--- src/rtl/serial_pkg.sv ---
// Shared types and line-level constants for the serial transmitter.
package serial_pkg;

    typedef enum logic [2:0] {
        ST_IDLE   = 3'd0,
        ST_START  = 3'd1,
        ST_DATA   = 3'd2,
        ST_PARITY = 3'd3,
        ST_STOP   = 3'd4
    } tx_state_e;

    localparam logic LVL_IDLE  = 1'b1;
    localparam logic LVL_START = 1'b0;
    localparam logic LVL_STOP  = 1'b1;

endpackage

--- src/rtl/serial_tx_bit_timer.sv ---
// Bit-period timer: counts 0..CLKS_PER_BIT-1 while run is high, bit_tick marks the last cycle of a bit.
module bit_timer #(
    parameter int unsigned CLKS_PER_BIT = 4
) (
    input  logic clk,
    input  logic reset,
    input  logic run,
    output logic bit_tick,
    output logic tick_next_c
);

    localparam int unsigned CW = (CLKS_PER_BIT > 1) ? $clog2(CLKS_PER_BIT) : 1;

    logic [CW-1:0] cnt;
    logic [CW-1:0] cnt_next;

    // Idle holds the count at zero, so the first bit after an accept is full length.
    always_comb begin
        cnt_next = '0;
        if (run && (cnt != CW'(CLKS_PER_BIT - 1))) begin
            cnt_next = cnt + CW'(1);
        end
        tick_next_c = run && (cnt_next == CW'(CLKS_PER_BIT - 1));
    end

    always_ff @(posedge clk or negedge reset) begin
        if (!reset) begin
            cnt      <= '0;
            bit_tick <= 1'b0;
        end else begin
            cnt      <= cnt_next;
            bit_tick <= tick_next_c;
        end
    end

endmodule

--- src/rtl/serial_tx.sv ---
// Serial transmitter: start bit, LSB-first data, optional even parity, stop bit; all outputs registered.
module serial_tx
    import serial_pkg::*;
#(
    parameter int unsigned WD           = 8,
    parameter int unsigned CLKS_PER_BIT = 4,
    parameter int unsigned PARITY_EN    = 1
) (
    input  logic          clk,
    input  logic          reset,
    input  logic [WD-1:0] d,
    input  logic          valid,
    output logic          ready,
    output logic          q,
    output logic          busy,
    output logic          done
);

    localparam int unsigned IDX_W = (WD > 1) ? $clog2(WD) : 1;

    tx_state_e      state;
    tx_state_e      state_nxt;
    logic [WD-1:0]  shreg;
    logic [WD-1:0]  shreg_nxt;
    logic [IDX_W-1:0] idx;
    logic [IDX_W-1:0] idx_nxt;
    logic           par;
    logic           par_nxt;
    logic           q_nxt;
    logic           busy_nxt;
    logic           ready_nxt;
    logic           done_nxt;
    logic           bit_tick;
    logic           tick_next_c;
    logic           accept;
    logic           last_bit;

    assign accept   = ready && valid;
    assign last_bit = (idx == IDX_W'(WD - 1));

    bit_timer #(
        .CLKS_PER_BIT(CLKS_PER_BIT)
    ) u_bit_timer (
        .clk        (clk),
        .reset      (reset),
        .run        (busy),
        .bit_tick   (bit_tick),
        .tick_next_c(tick_next_c)
    );

    always_ff @(posedge clk or negedge reset) begin
        if (!reset) begin
            state <= ST_IDLE;
        end else begin
            state <= state_nxt;
        end
    end

    always_comb begin
        state_nxt = state;
        case (state)
            ST_IDLE:   if (accept)   state_nxt = ST_START;
            ST_START:  if (bit_tick) state_nxt = ST_DATA;
            ST_DATA:   if (bit_tick && last_bit) state_nxt = (PARITY_EN != 0) ? ST_PARITY : ST_STOP;
            ST_PARITY: if (bit_tick) state_nxt = ST_STOP;
            ST_STOP:   if (bit_tick) state_nxt = ST_IDLE;
            default:   state_nxt = ST_IDLE;
        endcase
    end

    // Next values of datapath and outputs, derived from the state we are about to enter.
    always_comb begin
        shreg_nxt = shreg;
        idx_nxt   = idx;
        par_nxt   = par;
        if (accept) begin
            shreg_nxt = d;
            idx_nxt   = '0;
            par_nxt   = ^d;
        end else if ((state == ST_DATA) && bit_tick) begin
            shreg_nxt = shreg >> 1;
            idx_nxt   = last_bit ? '0 : idx + IDX_W'(1);
        end

        case (state_nxt)
            ST_START:  q_nxt = LVL_START;
            ST_DATA:   q_nxt = shreg_nxt[0];
            ST_PARITY: q_nxt = par_nxt;
            ST_STOP:   q_nxt = LVL_STOP;
            default:   q_nxt = LVL_IDLE;
        endcase

        busy_nxt  = (state_nxt != ST_IDLE);
        ready_nxt = (state_nxt == ST_IDLE);
        done_nxt  = (state == ST_STOP) && tick_next_c;
    end

    always_ff @(posedge clk or negedge reset) begin
        if (!reset) begin
            shreg <= '0;
            idx   <= '0;
            par   <= 1'b0;
            q     <= LVL_IDLE;
            busy  <= 1'b0;
            ready <= 1'b1;
            done  <= 1'b0;
        end else begin
            shreg <= shreg_nxt;
            idx   <= idx_nxt;
            par   <= par_nxt;
            q     <= q_nxt;
            busy  <= busy_nxt;
            ready <= ready_nxt;
            done  <= done_nxt;
        end
    end

endmodule

--- config.mk ---
export PLATFORM = sky130hd
export DESIGN_NAME = serial_tx
export DESIGN_NICKNAME = d
export VERILOG_FILES = /design/src/rtl/serial_pkg.sv /design/src/rtl/serial_tx_bit_timer.sv /design/src/rtl/serial_tx.sv
export SDC_FILE = /design/constraint.sdc
export NUM_CORES = 1
export LEC_CHECK = 0
export BUFFER_PORTS_ARGS = -buffer_cell sky130_fd_sc_hd__buf_2
export CORE_MARGIN = 2
export CORE_UTILIZATION = 58
export DETAILED_ROUTE_END_ITERATION = 8
export PLACE_DENSITY = 0.85
export REMOVE_ABC_BUFFERS = 1
export SLEW_MARGIN = 20
export SYNTH_ARGS = -nofsm -noshare
export SYNTH_HDL_FRONTEND = slang
export SYNTH_SLANG_ARGS = --single-unit
--- constraint.sdc ---
create_clock -name clk -period 3.1 [get_ports clk]
set_input_delay 0 -clock clk [delete_from_list [all_inputs] [get_ports clk]]
set_output_delay 0 -clock clk [all_outputs]
set_load 0.02 [all_outputs]
; ---- Word-level counts from Yosys, hierarchy flattened
; Index checks and enable logic that the tools add are counted.
[op_classes]
n_addsub = 2
eq_ne = 10
muxes = 14
reduce_logical = 11
[ops]
columns = cell, n
row1 = $mux W3, 8
row2 = $mux W8, 2
row3 = $pmux W3 S5, 1
row4 = $eq A3 B2 Y1 const B, 4
row5 = $reduce_xor A8 Y1, 1
row6 = $eq A3 B1 Y1 const B, 2
row7 = $eq A3 B3 Y1 const B, 2
row8 = $logic_and A1 B1 Y1, 6
row9 = $logic_not A3 Y1, 2
row10 = $add A3 B1 Y3 const B, 1
row11 = $pmux W1 S3, 1
row12 = $reduce_bool A3 Y1, 1
row13 = $add A2 B1 Y2 const B, 1
row14 = $eq A2 B2 Y1 const B, 1
row15 = $mux W2, 1
row16 = $ne A2 B2 Y1 const B, 1
row17 = $reduce_bool A2 Y1, 1
row18 = $mux W1, 1
[totals]
regBits = 22
inputBits = 11
out_inout_bits = 4
elab_cells = 48

; ---- Depth between registers and ports, before layout
[depth]
word_depth = 6
mapped_depth = 7

; ---- By module
; Synthesis repeated with hierarchy kept, for this count alone.
[unflattened]
hier_cells = 83
area_unflattened_um2 = 1014.7
[modules_own_cells]
columns = mod, n_inst, cells_each, area_each_um2, seq_area_each_um2
row1 = serial_tx, 1, 76, 897.1, 478.0
row2 = bit_timer, 1, 7, 117.6, 75.1

; ---- Worst setup path after synthesis
; Ideal clock, no wire load.
[synth_path]
path_type = register to register
from = register idx[0]
to = register busy
setup_ps = 138
arrival_ps = 1561
required_time_ps = 2962
path_slack_ps = 1402
path_stages_with_launch = 7
synth_period_minus_slack_ps = 1698
cell_sequence = dfrtp_1 ha_1 ha_1 and3_1 a211oi_1 nor3b_1 or3_1
[synth_between]
elab_chain_cells = 5
[synth_rtl]
columns = element, line_no
row1 = "start, declared", serial_tx.sv:25  ; logic [IDX_W-1:0] idx;
row2 = "start signal, assigned", serial_tx.sv:109  ; idx <= idx_nxt;
row3 = $eq A3 B3 Y1, serial_tx.sv:39  ; assign last_bit = (idx == IDX_W'(WD - 1));
row4 = $logic_and A1 B1 Y1, serial_tx.sv:64  ; ST_DATA: if (bit_tick && last_bit) state_nxt = (PARITY_EN != 0) ? ST_PARITY : ST_STOP;
row5 = $mux W3, serial_tx.sv:64
row6 = $pmux W3 S5, serial_tx.sv:61  ; case (state)
row7 = named net state_nxt[0], serial_tx.sv:22  ; tx_state_e state_nxt;
row8 = $reduce_bool A3 Y1, serial_tx.sv:93  ; busy_nxt = (state_nxt != ST_IDLE);
row9 = named net busy_nxt, serial_tx.sv:30  ; logic busy_nxt;
row10 = "end signal, assigned", serial_tx.sv:112  ; busy <= busy_nxt;
row11 = "end, declared", serial_tx.sv:15  ; output logic busy,
; The timed path passes the listed nets, and every way through them passes these cells.
; A chain may end at the register's enable or synchronous reset.

; ---- Final worst setup path
; Ends and elaborated chain as after synthesis.

==> impl_metrics.csv <==
group,metric,value,unit
placement,dp_hpwl,1180,um
clocking,cts_buffers,3,
synth,yosysTopAreaCell,"dfrtp_1",
floorplan,die_area,0.00206,sq mm
floorplan,initial_core_util,63.7,%
worst_setup_path,start_kind,"register",
sta,final_max_slew_viol_count,0,
cells_and_area,num_antenna_cells,0,
routing,antenna_left,0,
synth,synth_most_common_cell,"dfrtp_1",
sta,relSlewSlack,68.0,%
synth,synth-seq-cells,22,
global_route,overflow,0,
floorplan,row_count,14,
pwr,seqPwrFrac,48.4,%
clocking,htreeDepth,1,
sta,fin_crit,1.85,ns
routing,wl_met3,81,um
cells_and_area,nNetsFinal,119,
cells_and_area,area_growth,18.3,%
sta,finalCritPeriodShare,59.7,%
global_route,grt_max_degree,23,
synth,synth_area_leaders,"dfrtp_1 50%, xnor2_1 7.1%, a222oi_1 6.0%",
worst_setup_path,max_stage_delay,0.42,ns
clocking,cts_tree,"done",
clocking,cts_hold_buf,8,
routing,dr_total_vias,708,
pwr,p_int,0.637,mW
pwr,pwr-share-clk,13.2,%
routing,wl,1790,um
routing,drc,0,
sta,tns,0,ns
clocking,post_cts_buffers,0,
worst_setup_path,critPathCaptureType,"register",
routing,top_layer,"met4",
routing,drtIter0Drc,41,
sta,rsz0062_at_grt,"no",
synth,syn_inst,80,
routing,wl_per_cell,14.9,um
pwr,switching_power,0.355,mW
run_status,status,"complete, no violations",
worst_setup_path,cp.required,3.27,ns
synth,synth-edff-count,0,
synth,synth_common_cells,"20 x dfrtp_1, 10 x inv_1, 8 x xnor2_1",
routing,drt-met1-wl,844,um
routing,met2_length,841,um
cells_and_area,layout-drive-gt1-share,22.1,%
synth,syn_area,993,sq um
sta,max_freq,0.540,GHz
global_route,grt_usage,20.6,%
floorplan,fp.dieW,45.4,um
sta,finalHoldViolations,0,
clocking,clk_latency,0.31,ns
placement,gp_congestion,0.750,
clocking,path_clk_slew,0.12,ns
synth,synth_ff_type,"dfrtp_1",
floorplan,pin_count,15,
worst_hold_path,hold_class,"in -> reg",
clocking,cts_resized,0,
routing,viasPerCell,5.90,
worst_setup_path,rrSetupSlack,1.25,ns
sta,holdWs,0.0174,ns
pwr,p_sw_share,35.8,%
pwr,combPwrFrac,38.4,%
clocking,cts_sinks,22,
global_route,antenna_found_initial,0,
sta,fin_skew,0.0184,ns
floorplan,fp.dieH,45.4,um
worst_setup_path,crit_path_top_delay_cell,"dfrtp_1",
pwr,fin_total_pwr,0.991,mW
synth,syn_avg_cell_area,12.4,sq um
pwr,power.leakage,0.575,nW
synth,synthArstFlopShare,100,%
job,maxCapViolCount,0,
sta,worstMarginPinSlew,0.480,ns
worst_setup_path,path_max_fanout,4,
routing,first_pass_iters,4,
worst_setup_path,arrival,2.02,ns
global_route,grt_pass1_vias,701,
worst_setup_path,crit_chain,"ha_1, ha_1, and3_1, a211oi_1, nor3b_1, or3_1",
sta,final-setup-viol-count,0,
global_route,grt_pass1_wl,2990,um
synth,synth_top_area_share,50.4,%
synth,ys_types,27,
pwr,ir_worst_vdd,0.582,mV
cells_and_area,fillers,118,
worst_setup_path,cp_common_cell,"ha_1",
clocking,clockBufferDepth,2,
floorplan,core-area,0.00156,sq mm
synth,synth_warnings,0,
clocking,cts-root-buf,"clkbuf_4",
worst_setup_path,critPathKind,"reg -> reg",
placement,port_buffers,14,
synth,seq_area_frac_synth,55.7,%
pwr,powerDensity,844,mW/mm^2
==> cell families after synthesis <==
| group | Yosys count | synth area share, % |
|---|---|---|
| compound gates | 15 | 15.2 |
| xor+xnor | 8 | 7.05 |
| fa+ha+maj | 3 | 3.78 |
| buf+inv | 12 | 5.29 |
| flops | 22 | 55.7 |
| simple gates | 20 | 13.0 |
==> registers in the layout, summed over array words and instances, names as in the netlist <==
register	flops
u_bit_timer.cnt	2
q	1
ready	1
busy	1
done	1
idx	3
par	1
state	3
u_bit_timer.bit_tick	1
shreg	8
==> worst paths after layout <==
path                                              start                            to  cells past startpoint
max                                  idx[0]$_DFFE_PN0P_                busy$_DFF_PN0_                      6
min                                                d[0]            shreg[0]$_DFF_PN0_                      3
max reg2reg                          idx[0]$_DFFE_PN0P_                busy$_DFF_PN0_                      6
min reg2reg                u_bit_timer.cnt[0]$_DFF_PN0_  u_bit_timer.cnt[0]$_DFF_PN0_                      1
max in group asynchronous                         reset               ready$_DFF_PN1_                      2
min in group asynchronous                         reset          shreg[3]$_DFFE_PN0P_                      2
==> worst max-delay path, delay by kind of cell, from the launching register on <==
kind            cells  cell delay, ns
simple gates        3            0.68
flops               1            0.42
fa+ha+maj           2            0.40
compound gates      1            0.20
==> layout by cell type, fill, tap and decap left out, drive strengths merged, types with 3 or more instances in the layout <==
cell	Yosys	routed
dfrtp	20	20
buf	1	14
inv	10	10
xnor2	8	8
dlygate4sd3	0	8
a222oi	6	6
nor2	5	5
a22o	4	4
clkbuf	1	4
ha	3	3
and2	3	3
==> final cells by class <==
cell class	instances	area, sq um	area share [%]
flip-flops and latches	22	553	47.1
multi-input cells	46	388	33.0
repair buffers	22	150	12.8
inverters	10	37.5	3.19
clock buffers	4	26.3	2.24
well taps	16	20.0	1.70
==> metal layers <==
metal  track usage [%]  vias to the layer above
met2              34.9                       22
li1                  -                      340
met4              7.06                        0
met3              2.38                        3
met5                 0                        -
met1              27.5                      343
==> metrics by stage <==
stage                     setup WS, ns  cells  area (sq um)  utilization, %
final                             1.25    120          1170            75.4
after global placement            1.36    108          1070            68.5
after CTS                         1.27    120          1170            75.4
after detailed placement          1.30    108          1070            68.5
after global routing              1.15    120          1170            75.4
after floorplan                   1.40     78           978               -
==> power groups by stage <==
stage / Clock [mW] / Sequential (mW) / Combinational [mW]
finish: 0.131 / 0.480 / 0.381
global placement: 0 / 0.478 / 0.354
CTS: 0.133 / 0.480 / 0.382
global route: 0.142 / 0.494 / 0.425
floorplan: 0 / 0.493 / 0.262
detailed placement: 0 / 0.486 / 0.370
Power figures use the tool's default switching activity.
